[src/rtl/gpio_handoff_ctrl.sv]
// Break-before-make GPIO ownership handoff controller: tristates a pin, swaps its mux owner, then releases it.
// Optional feature macro: GPIO_HANDOFF_SKIP_SAME_EN (same-owner requests complete immediately).
module gpio_handoff_ctrl #(
    parameter int NUM_TEAMS  = 12,
    parameter int NUM_PINS   = 38,
    parameter int GAP_CYCLES = 4
) (
    input  logic                  wb_clk_i,
    input  logic                  wb_rst_ni,
    input  logic                  cfg_valid,
    input  logic [5:0]            cfg_pin,
    input  logic [3:0]            cfg_team,
    output logic                  cfg_ready,
    output logic [NUM_PINS*4-1:0] pin_sel,
    output logic [NUM_PINS-1:0]   force_oeb,
    output logic                  busy,
    output logic                  done,
    output logic                  err
);

    typedef enum logic [1:0] {
        IDLE   = 2'd0,
        DRAIN  = 2'd1,
        SETTLE = 2'd2
    } state_t;

    localparam logic [3:0] CNT_LOAD = 4'(GAP_CYCLES - 1);

    state_t                  state_q, state_d;
    logic [5:0]              pin_q, pin_d;
    logic [3:0]              team_q, team_d;
    logic [3:0]              cnt_q, cnt_d;
    logic [NUM_PINS*4-1:0]   pin_sel_q, pin_sel_d;
    logic [NUM_PINS-1:0]     force_oeb_q, force_oeb_d;
    logic                    done_q, done_d;
    logic                    err_q, err_d;
    logic                    req_bad;

    assign req_bad = (int'(cfg_pin) >= NUM_PINS) || (int'(cfg_team) > NUM_TEAMS);

`ifdef GPIO_HANDOFF_SKIP_SAME_EN
    logic [3:0] cur_team;

    always_comb begin
        cur_team = 4'd0;
        for (int p = 0; p < NUM_PINS; p++) begin
            if (p == int'(cfg_pin)) begin
                cur_team = pin_sel_q[p*4 +: 4];
            end
        end
    end
`endif

    always_comb begin
        state_d     = state_q;
        pin_d       = pin_q;
        team_d      = team_q;
        cnt_d       = cnt_q;
        pin_sel_d   = pin_sel_q;
        force_oeb_d = force_oeb_q;
        done_d      = 1'b0;
        err_d       = 1'b0;

        case (state_q)
            IDLE: begin
                if (cfg_valid) begin
                    pin_d  = cfg_pin;
                    team_d = cfg_team;
                    if (req_bad) begin
                        err_d = 1'b1;
`ifdef GPIO_HANDOFF_SKIP_SAME_EN
                    end else if (cfg_team == cur_team) begin
                        done_d = 1'b1;
`endif
                    end else begin
                        state_d = DRAIN;
                        cnt_d   = CNT_LOAD;
                        for (int p = 0; p < NUM_PINS; p++) begin
                            if (p == int'(cfg_pin)) begin
                                force_oeb_d[p] = 1'b1;
                            end
                        end
                    end
                end
            end

            DRAIN: begin
                // Old owner keeps the mux select until the pin has been tristated for the full gap.
                if (cnt_q == 4'd0) begin
                    state_d = SETTLE;
                    cnt_d   = CNT_LOAD;
                    for (int p = 0; p < NUM_PINS; p++) begin
                        if (p == int'(pin_q)) begin
                            pin_sel_d[p*4 +: 4] = team_q;
                        end
                    end
                end else begin
                    cnt_d = cnt_q - 4'd1;
                end
            end

            SETTLE: begin
                if (cnt_q == 4'd0) begin
                    state_d = IDLE;
                    done_d  = 1'b1;
                    for (int p = 0; p < NUM_PINS; p++) begin
                        if (p == int'(pin_q)) begin
                            force_oeb_d[p] = 1'b0;
                        end
                    end
                end else begin
                    cnt_d = cnt_q - 4'd1;
                end
            end

            default: begin
                state_d = IDLE;
            end
        endcase
    end

    always_ff @(posedge wb_clk_i) begin
        if (!wb_rst_ni) begin
            state_q     <= IDLE;
            pin_q       <= 6'd0;
            team_q      <= 4'd0;
            cnt_q       <= 4'd0;
            pin_sel_q   <= '0;
            force_oeb_q <= '0;
            done_q      <= 1'b0;
            err_q       <= 1'b0;
        end else begin
            state_q     <= state_d;
            pin_q       <= pin_d;
            team_q      <= team_d;
            cnt_q       <= cnt_d;
            pin_sel_q   <= pin_sel_d;
            force_oeb_q <= force_oeb_d;
            done_q      <= done_d;
            err_q       <= err_d;
        end
    end

    assign cfg_ready = (state_q == IDLE);
    assign busy      = (state_q != IDLE);
    assign pin_sel   = pin_sel_q;
    assign force_oeb = force_oeb_q;
    assign done      = done_q;
    assign err       = err_q;

endmodule

[config.mk]
export PLATFORM = sky130hd
export DESIGN_NAME = gpio_handoff_ctrl
export DESIGN_NICKNAME = d
export VERILOG_FILES = /design/src/rtl/gpio_handoff_ctrl.sv
export SDC_FILE = /design/constraint.sdc
export NUM_CORES = 1
export LEC_CHECK = 0
export BUFFER_PORTS_ARGS = -buffer_cell sky130_fd_sc_hd__clkbuf_2
export CORE_ASPECT_RATIO = 0.7
export CORE_MARGIN = 5
export CORE_UTILIZATION = 49
export DETAILED_ROUTE_END_ITERATION = 8
export GPL_ROUTABILITY_DRIVEN = 0
export PLACE_DENSITY = 0.8
export SLEW_MARGIN = 20
export SYNTH_ARGS = -nofsm -noshare
export SYNTH_HDL_FRONTEND = slang
export SYNTH_SLANG_ARGS = --single-unit
export TNS_END_PERCENT = 20
[constraint.sdc]
create_clock -name wb_clk_i -period 2.05 [get_ports wb_clk_i]
set_input_delay 0.1025 -clock wb_clk_i [delete_from_list [all_inputs] [get_ports wb_clk_i]]
set_output_delay 0.1025 -clock wb_clk_i [all_outputs]
set_load 0.1 [all_outputs]
==> metrics.md, run 1 <==
| Metric | Value |
|---|---|
| Status | completed |
| Pwr Density | 1200 mW/mm2 |
| Combinational power share | 36.2% |
| Vias per cell | 5.95 |
| Setup total negative slack | 0 ps |
| Ys flop type | dfxtp_1 |
| Period utilization | 99.6% |
| Seq pwr share | 33.7% |
| Worst flop-to-flop path endpoint | force_oeb[7] |
| R2R cell count | 7 |
| Place WS | -3.63 ps |
| Sink Count | 208 |
| Placed Cells | 1522 |
| Seq cells post-synth | 208 |
| Max Cap Violations | 0 |
| Number of buffers created by CTS | 21 |
| Non-Filler Instances | 1570 |
| Total track usage | 25.7% |
| Largest area contributor in the netlist | dfxtp_1 |
| Async set-reset flop share out of synthesis | 0% |
| Yosys top cell area share | 46.6% |
| Die extent in x | 171 um |
| Endpoints failing hold | 0 |
| Most frequent cells after synthesis | nand2_1, dfxtp_1, a21oi_1 |
| Required time of the critical path | 2430 ps |
| Total global routing overflow | 0 |
| Internal Pwr Total | 7890 uW |
| Port Buffers | 206 |
| Net Count, Synth | 1152 |
| Setup Viol. Count Final | 0 |
| Sw Share | 41.4% |
| Fmax | 490 MHz |
| Initial Util | 49.8% |
| Synth Instances | 1133 |
| Max IR drop VDD | 0.853 mV |
| Dominant cells by area after synthesis | dfxtp_1, nand2_1, a21oi_1, nand3_1, o21ai_0 |
| Total number of vias | 9349 |
| Clk root buf | clkbuf_16 |
| Syn Std Cell Area | 0.00894 mm2 |
| H-tree depth | 1 |
| DRT iter0 DRCs | 1308 |
| Antenna violations before repair | 1 |
| Min-delay worst type | input port to flop |
| Die ar. | 0.0211 mm2 |
| Reg2Reg Setup Slack | 9 ps |
| Final WS setup | 8.71 ps |
| Number of global-route vias before repair | 8469 |
| Final core occ | 62.5% |
| Core Footprint | 0.0180 mm2 |
| Min cycle time layout | 2040 ps |
| Slew margin rel. | 60.1% |
| Final Power | 13500 uW |
| Top-level I/O count | 207 |
| Critical setup path kind | flop to flop |
| Crit path DAT | 2420 ps |
| Actual slew at the worst max-slew pin | 601 ps |
| Antenna Violating Nets Remaining | 0 |
| Reg2reg start | state_q[0] |
| CP Capture Type | flop |
| Switch Pwr | 5570 uW |
| Max Root-Sink Buffers | 3 |
| Slew Viols, Final | 0 |
| Die H | 123 um |
| Total leakage power | 0.00442 uW |
| Final nets | 1340 |
| Most frequent cell after synthesis | nand2_1 |
| Layout cells sized above 1 | 24.1% |
| 1st-pass router iterations | 5 |
| Area growth, synth to finish | 25.4% |
| # diodes | 0 |
| Post-synthesis sequential area ratio | 46.6% |
| Hold path startpoint | cfg_pin[2] |
| CP Launch Type | flop |
| RSZ-0062 raised after global routing | true |
| Largest net degree at the start of global routing | 69 |
| Post-DP HPWL | 19.6 mm |
| Clock share of power | 30.1% |
| Clock Latency Late Sink | 490 ps |
| # rows | 41 |
| First-pass GRT wire length | 44.3 mm |
| # DRC | 0 |
| CTS tree | built |
| Worst-path clk slew | 60 ps |
| Hold Crit Depth | 4 |
| Number of post-CTS setup repair buffers | 0 |
| Worst hold endpoint | pin_q[2] |
| Synth cell types | 51 |
| Post-synth EDFFs | 0 |
| Routed len/inst | 18.2 um |
| Post-Route Skew | 12.5 ps |
| Final WL | 28.6 mm |
| Mean Syn Cell Area | 7.89 um2 |
| Critical Path Fanout Max | 8 |
| Yosys warnings | 0 |
-- stage by stage --
stage	hold WS, ps	cell area [um2]
CTS	27.6	11200
finish	38.2	11200
floorplan	199	8960
global route	44.8	11200
detailed placement	359	10300
global placement	354	10300
-- cells in the final DEF (no fill, tap or decap), types with 3 or more instances in the layout --
cell type,n
nor2_2,5
nand3_1,121
nand2b_1,10
o31ai_1,6
ha_1,4
clkbuf_16,21
a21oi_1,137
nor3_2,7
dlygate4sd3_1,11
buf_4,44
or3_1,7
clkbuf_2,205
o311a_1,4
inv_1,11
a21boi_0,7
a41o_1,21
nor3_1,7
dfxtp_1,208
nor2_1,49
o21ai_0,79
nor4b_1,4
a31o_2,4
nand2_1,228
clkinv_2,3
or2_2,4
clkbuf_1,4
buf_12,6
nor2b_1,6
a31oi_1,11
a311oi_1,6
o21ai_1,5
mux2i_1,28
bufinv_16,4
nand4_1,24
-- cell families (layout without fill, tap and decap cells) --
kind of cell / Yosys count / in the layout / synth area share (%)
buf+inv: 115 / 315 / 5.36
flops: 208 / 208 / 46.6
fa+ha+maj: 6 / 6 / 0.840
simple gates: 482 / 482 / 24.5
mux: 28 / 28 / 3.13
compound gates: 294 / 295 / 19.6
-- power by group through the flow --
stage	Combinational [uW]	Sequential, uW	Clock, uW
2_1_floorplan	2150	6130	0
3_3_place_gp	4630	4610	0
3_5_place_dp	4700	4620	0
4_1_cts	4740	4530	4090
5_1_grt	5130	4570	4250
6_report	4870	4540	4050
-- final cells by class --
| type | instances | area (um2) |
|---|---|---|
| Multi-Input combinational cell | 811 | 4390 |
| Tap cell | 236 | 295 |
| Inverter | 13 | 56.3 |
| Timing Repair Buffer | 266 | 1590 |
| Clock inverter | 9 | 151 |
| Fill cell | 1584 | 6740 |
| Sequential cell | 208 | 4160 |
| Clock buffer | 27 | 568 |
-- worst max path at each step --
stage | depth (start not counted) | slack (ps) | to | startpoint
2_1_floorplan | 7 | 20 | force_oeb[10] | state_q[0]
3_3_place_gp | 7 | 90 | pin_sel[110] | state_q[1]
3_5_place_dp | 7 | -4 | pin_sel[45] | state_q[1]
4_1_cts | 8 | 30 | pin_sel[63] | state_q[1]
5_1_grt | 7 | -40 | force_oeb[13] | state_q[0]
6_report | 7 | 9 | force_oeb[7] | state_q[0]
-- what timing repair did --
item | in CTS | in global routing
cloned | 0 | 1
hold endpoints to repair | 15 | 0
setup endpoints to repair | 10 | 60
pin swaps | 0 | 2
resized for setup | 1 | 6
hold buffers | 11 | 0
-- layer usage --
metal	vias up	GRT usage (%)	share of wire, %
li1	4374	-	-
met1	4374	37.0	43
met2	522	39.0	43
met3	77	5.62	11
met4	2	7.27	2.9
met5	-	0	0.045
-- critical path, cell delays in order, from the launching register on --
cell,delay (ps)
dfxtp_1,340
inv_1,140
ha_1,220
nor4bb_4,390
a21oi_1,110
o21ba_4,330
a31oi_1,110
a311oi_1,310
-- sequential cells by signal (all words and copies together), names as in the netlist --
name,cells
cnt_q,4
done,1
err,1
force_oeb,38
pin_q,6
pin_sel,152
state_q,2
team_q,4
(Power assumes the default switching activity.)
==> run 2, diff against run 1 <==
Clock period 2.05 ns to 1.8 ns, I/O delays scaled along.
==> run 2 against run 1 <==
  * The flow now finishes with violations (setup timing)
  * Clock power increased by 7.7%
  * Non-clock buffer count increased by 42
  * Global-route usage increased by 0.13 points
  * Critical path depth increased by 1
  * Register-to-register slack got worse by 30 ps
  * Cell count increased by 2.6%
  * First-iteration DRC count decreased by 11%
  * Setup slack got worse by 44 ps
  * Die area unchanged
  * Critical endpoint is now force_oeb[2]
==> metrics.md, run 2 (synthesis results as in run 1) <==
| Metric | Value |
|---|---|
| Critical Path Fanout Max | 8 (unchanged) |
| Critical setup path kind | input port to flop |
| # diodes | 0 (unchanged) |
| Final nets | 1382 (+3.1%) |
| 1st-pass router iterations | 5 (unchanged) |
| Number of fill cells | 1478 (-6.7%) |
| Post-Route Skew | 10.7 ps (-1.82 ps) |
| Final Power | 15900 uW (+18%) |
| # DRC | 0 (unchanged) |
| Routed len/inst | 18.4 um (+0.83%) |
| Slew Viols, Final | 0 (unchanged) |
| Max IR drop VDD | 0.997 mV (+17%) |
| Actual slew at the worst max-slew pin | 710 ps (+109 ps) |
| Min-delay worst type | input port to flop |
| Reg2Reg Setup Slack | -20 ps (-30 ps) |
| Vias per cell | 5.94 (-0.30%) |
| Min cycle time layout | 1830 ps |
| Storage cell area | 0.00417 mm2 (about the same) |
| Sink Count | 208 (unchanged) |
| Area of the multi-input gates | 0.00463 mm2 (+5.5%) |
| Period utilization | 102% |
| Fmax | 545 MHz |
| Die ar. | 0.0211 mm2 (unchanged) |
| Total number of vias | 9564 (+2.3%) |
| Clock Latency Late Sink | 490 ps (about the same) |
| Layout cells sized above 1 | 29.0% (+5.0 points) |
| Slew margin rel. | 52.7% (-7.4 points) |
| Final WS setup | -34.9 ps (-43.6 ps) |
| Largest register FFs | 152 (unchanged) |
| Failing checks | setup timing |
| Core Footprint | 0.0180 mm2 (unchanged) |
| Number of global-route vias before repair | 8516 (+0.55%) |
| H-tree depth | 1 (unchanged) |
| Top-level I/O count | 207 (unchanged) |
| Antenna violations before repair | 0 (-1) |
| Total leakage power | 0.00474 uW (+7.2%) |
| Area growth, synth to finish | 32.7% |
| Post-DP HPWL | 19.6 mm (about the same) |
| Total global routing overflow | 0 (unchanged) |
| Hold Slack | 59.9 ps (+21.7 ps) |
| Die H | 123 um (unchanged) |
| Crit path DAT | 2220 ps (-200 ps) |
| Max Cap Violations | 0 (unchanged) |
| Die extent in x | 171 um (unchanged) |
| DRT iter0 DRCs | 1160 (-11%) |
| Worst-path clk slew | 60 ps (about the same) |
| Most frequent cells in the layout | nand2_1, dfxtp_1, clkbuf_2, a21oi_1, nand3_1 |
| Port Buffers | 206 (unchanged) |
| CP Launch Type | input port |
| Pwr Density | 1340 mW/mm2 (+11%) |
| Max Root-Sink Buffers | 3 (unchanged) |
| First-pass GRT wire length | 44.9 mm (+1.3%) |
| # rows | 41 (unchanged) |
| Number of buffers created by CTS | 21 (unchanged) |
| Setup total negative slack | -71.6 ps (-71.6 ps) |
| CTS tree | built |
| Status | complete, but fails checks |
| Clk root buf | clkbuf_16 |
| Antenna Violating Nets Remaining | 0 (unchanged) |
| Largest net degree at the start of global routing | 70 (+1.4%) |
| Final WL | 29.6 mm (+3.5%) |
| Setup Viol. Count Final | 5 (+5) |
| Commonest non-fill, non-tap cell in the layout | nand2_1 |
| Required time of the critical path | 2190 ps (-240 ps) |
| Total track usage | 25.8% (+0.13 points) |
| RSZ-0062 raised after global routing | true |
| CP Capture Type | flop |
| Initial Util | 49.8% (unchanged) |
| Endpoints failing hold | 0 (unchanged) |
## run 2: stage by stage
step | instances | cell area [um2] | util, % | setup slack (ps)
after floorplan | 1133 | 8970 | - | -66.6
final | 1611 | 11900 | 66.1 | -34.9
after CTS | 1604 | 11500 | 63.9 | -46.6
after global placement | 1557 | 10600 | 59.2 | -39.1
after global routing | 1611 | 11900 | 66.1 | -140
after detailed placement | 1557 | 10600 | 59.2 | -121
## run 2: metal layers
layer | vias up | routed length [um] | GRT usage, %
met3 | 75 | 3530 | 6.87
li1 | 4454 | - | -
met5 | - | 0 | 0
met1 | 4480 | 12400 | 36.9
met2 | 555 | 12900 | 38.9
met4 | 0 | 761 | 6.63
## run 2: timing repair
| item | in CTS | in global routing |
|---|---|---|
| setup buffers | 0 | 4 |
| pin swaps | 2 | 22 |
| resized for setup | 12 | 73 |
| setup endpoints to repair | 50 | 195 |
| hold buffers | 11 | 0 |
| hold endpoints to repair | 13 | 0 |
| gates cloned | 1 | 3 |
## run 2: path summary, 6_finish.rpt
kind,cells after the start,endpoint,start
max,8,force_oeb[2],cfg_pin[2]
min,4,cnt_q[2],wb_rst_ni
max reg2reg,8,force_oeb[2],cnt_q[1]
min reg2reg,2,pin_sel[7],pin_sel[7]
## run 2: where the power goes
part / total [uW] / switching (uW) / leakage (uW) / internal, uW
registers: 5170 / 241 / 0.00168 / 4930
logic: 6330 / 4580 / 0.00273 / 1740
clock network: 4360 / 1850 / 0.000336 / 2500
total: 15900 / 6670 / 0.00474 / 9180
## run 2: critical path, cell delays in order
cell and delay, ps:
dlygate4sd3_1 530, clkbuf_2 110, a211o_1 350, a211oi_4 350, buf_4 220, o21ba_4 230, a31oi_1 110, a311oi_1 230
## run 2: cell type report
class / instances / area share [%]
flip-flops and latches: 208 / 35.1
repair buffers: 308 / 17.1
multi-input cells: 811 / 39.0
inverters: 13 / 0.538
clock inverters: 8 / 0.696
well taps: 236 / 2.49
clock buffers: 27 / 5.04
==> run 3, diff against run 2 <==
Settings changed: SKIP_LAST_GASP from default to 1.
==> run 3 against run 2 <==
  * The run still ends with setup timing left
  * Global-route usage hardly changed
  * Cell count is 0.25% lower
  * Die area stayed put
  * Hold slack worse by 3.9 ps
  * Wire length is 1.5% lower
  * Setup slack better by 2.3 ps
  * Clock skew is 3.2 ps lower
  * Register-to-register slack hardly changed
==> metrics.md, run 3 (synthesis results as in run 1) <==
| Metric | Value |
|---|---|
| Max Root-Sink Buffers | 3 (unchanged) |
| Largest register FFs | 152 (unchanged) |
| Worst-path clk slew | 70 ps (about the same) |
| Max IR drop VDD | 0.991 mV (-0.63%) |
| Clk root buf | clkbuf_16 |
| Vias per cell | 5.85 (-1.5%) |
| Hold Slack | 56.0 ps (-3.87 ps) |
| Largest net degree at the start of global routing | 70 (unchanged) |
| Reg2Reg Setup Slack | -30 ps (about the same) |
| Antenna violations before repair | 0 (unchanged) |
| Port Buffers | 206 (unchanged) |
| Failing checks | setup timing |
| Number of buffers created by CTS | 21 (unchanged) |
| # rows | 41 (unchanged) |
| Number of global-route vias before repair | 8507 (-0.11%) |
| Reg2reg start | cnt_q[1] |
| Crit path DAT | 2200 ps (-20 ps) |
| Most frequent cells in the layout | nand2_1, dfxtp_1, clkbuf_2, a21oi_1, nand3_1 |
| R2R cell count | 8 (unchanged) |
| Min cycle time layout | 1830 ps (-2.26 ps) |
| Final nets | 1378 (-0.29%) |
| Critical Path Fanout Max | 6 (-2) |
| Status | complete, but fails checks |
| DRT iter0 DRCs | 1083 (-6.6%) |
| First-pass GRT wire length | 44.8 mm (-0.23%) |
| Fmax | 546 MHz (+0.12%) |
| Hold path startpoint | wb_rst_ni |
| Slew Viols, Final | 0 (unchanged) |
| Min-delay worst type | input port to flop |
| # DRC | 0 (unchanged) |
| Top-level I/O count | 207 (unchanged) |
| Die ar. | 0.0211 mm2 (unchanged) |
| Hold Crit Depth | 4 (unchanged) |
| Total track usage | 25.8% (-0.041 points) |
| Max Cap Violations | 0 (unchanged) |
| Total global routing overflow | 0 (unchanged) |
| CTS tree | built |
| Final WS setup | -32.6 ps (+2.26 ps) |
| Die H | 123 um (unchanged) |
| Post-DP HPWL | 19.6 mm (unchanged) |
| Worst flop-to-flop path endpoint | force_oeb[36] |
| # diodes | 0 (unchanged) |
| Core Footprint | 0.0180 mm2 (unchanged) |
| Routed len/inst | 18.2 um (-1.3%) |
| Critical setup path kind | flop to flop |
| Area growth, synth to finish | 31.5% |
| Final WL | 29.2 mm (-1.5%) |
| Pwr Density | 1340 mW/mm2 (about the same) |
| H-tree depth | 1 (unchanged) |
| Layout cells sized above 1 | 28.4% (-0.64 points) |
| CP Launch Type | flop |
| Setup Viol. Count Final | 35 (+30) |
| Worst hold endpoint | cnt_q[2] |
| RSZ-0062 raised after global routing | true |
| Total number of vias | 9398 (-1.7%) |
| Initial Util | 49.8% (unchanged) |
| Post-Route Skew | 7.50 ps (-3.22 ps) |
| Commonest non-fill, non-tap cell in the layout | nand2_1 |
| Crit path from | cnt_q[1] |
| Required time of the critical path | 2170 ps (-20 ps) |
| Period utilization | 102% (-0.13 points) |
| CP Capture Type | flop |
| Die extent in x | 171 um (unchanged) |
| Total leakage power | 0.00468 uW (-1.4%) |
| Antenna Violating Nets Remaining | 0 (unchanged) |
| Final Power | 15700 uW (-0.92%) |
| Slew margin rel. | 52.6% (-0.083 points) |
| Actual slew at the worst max-slew pin | 711 ps (+1.24 ps) |
| Clock Latency Late Sink | 490 ps (about the same) |
| 1st-pass router iterations | 5 (unchanged) |
| Sink Count | 208 (unchanged) |
| Endpoints failing hold | 0 (unchanged) |
[run 3: how the worst max path moves through the flow]
stage,endpoint,slack [ps]
2_1_floorplan,force_oeb[4],-70
3_3_place_gp,force_oeb[2],-40
3_5_place_dp,force_oeb[5],-120
4_1_cts,pin_sel[50],-50
5_1_grt,force_oeb[1],-150
6_report,force_oeb[36],-30
[run 3: power by group]
part / internal, uW / total, uW / leakage (uW) / switching, uW
clock: 2500 / 4370 / 0.000336 / 1860
combinational: 1650 / 6170 / 0.00266 / 4520
sequential: 4930 / 5170 / 0.00168 / 244
total: 9090 / 15700 / 0.00468 / 6620
[run 3: cell type report]
class,instances,area (um2)
clock buffers,27,598
clock inverters,8,82.6
flip-flops and latches,208,4170
well taps,236,295
multi-input cells,811,4610
fillers,1497,6200
inverters,13,63.8
repair buffers,304,1930
[run 3: metal layers]
layer / vias up / wire length [um] / global-route usage (%)
li1: 4444 / - / -
met4: 0 / 874 / 6.73
met2: 530 / 12600 / 38.8
met3: 87 / 3420 / 6.84
met5: - / 0 / 0
met1: 4337 / 12300 / 36.9
[run 3: worst max-delay path, stage by stage (launching register included)]
cell	delay (ps)
dfxtp_2	320
inv_2	70
ha_4	130
buf_6	90
nor4bb_4	370
o21ai_2	140
buf_6	180
o311ai_2	300
o21ai_1	100
[run 3: stage by stage]
stage | area [um2] | setup TNS (ps) | util, % | cells | setup slack [ps]
2_1_floorplan | 8970 | -2290 | - | 1133 | -66.6
3_5_place_dp | 10600 | -817 | 59.2 | 1557 | -121
5_1_grt | 11800 | -13460 | 65.5 | 1607 | -154
3_3_place_gp | 10600 | -198 | 59.2 | 1557 | -39.1
4_1_cts | 11500 | -763 | 63.8 | 1604 | -51.7
6_report | 11800 | -322 | 65.5 | 1607 | -32.6
[run 3: timing repair]
item,CTS,global route
endpoints found under the hold margin,13,0
setup endpoints to repair,50,195
pin swaps,1,18
buffers inserted,0,2
hold buffers,11,0
gates resized for setup,5,58
cloned,1,1
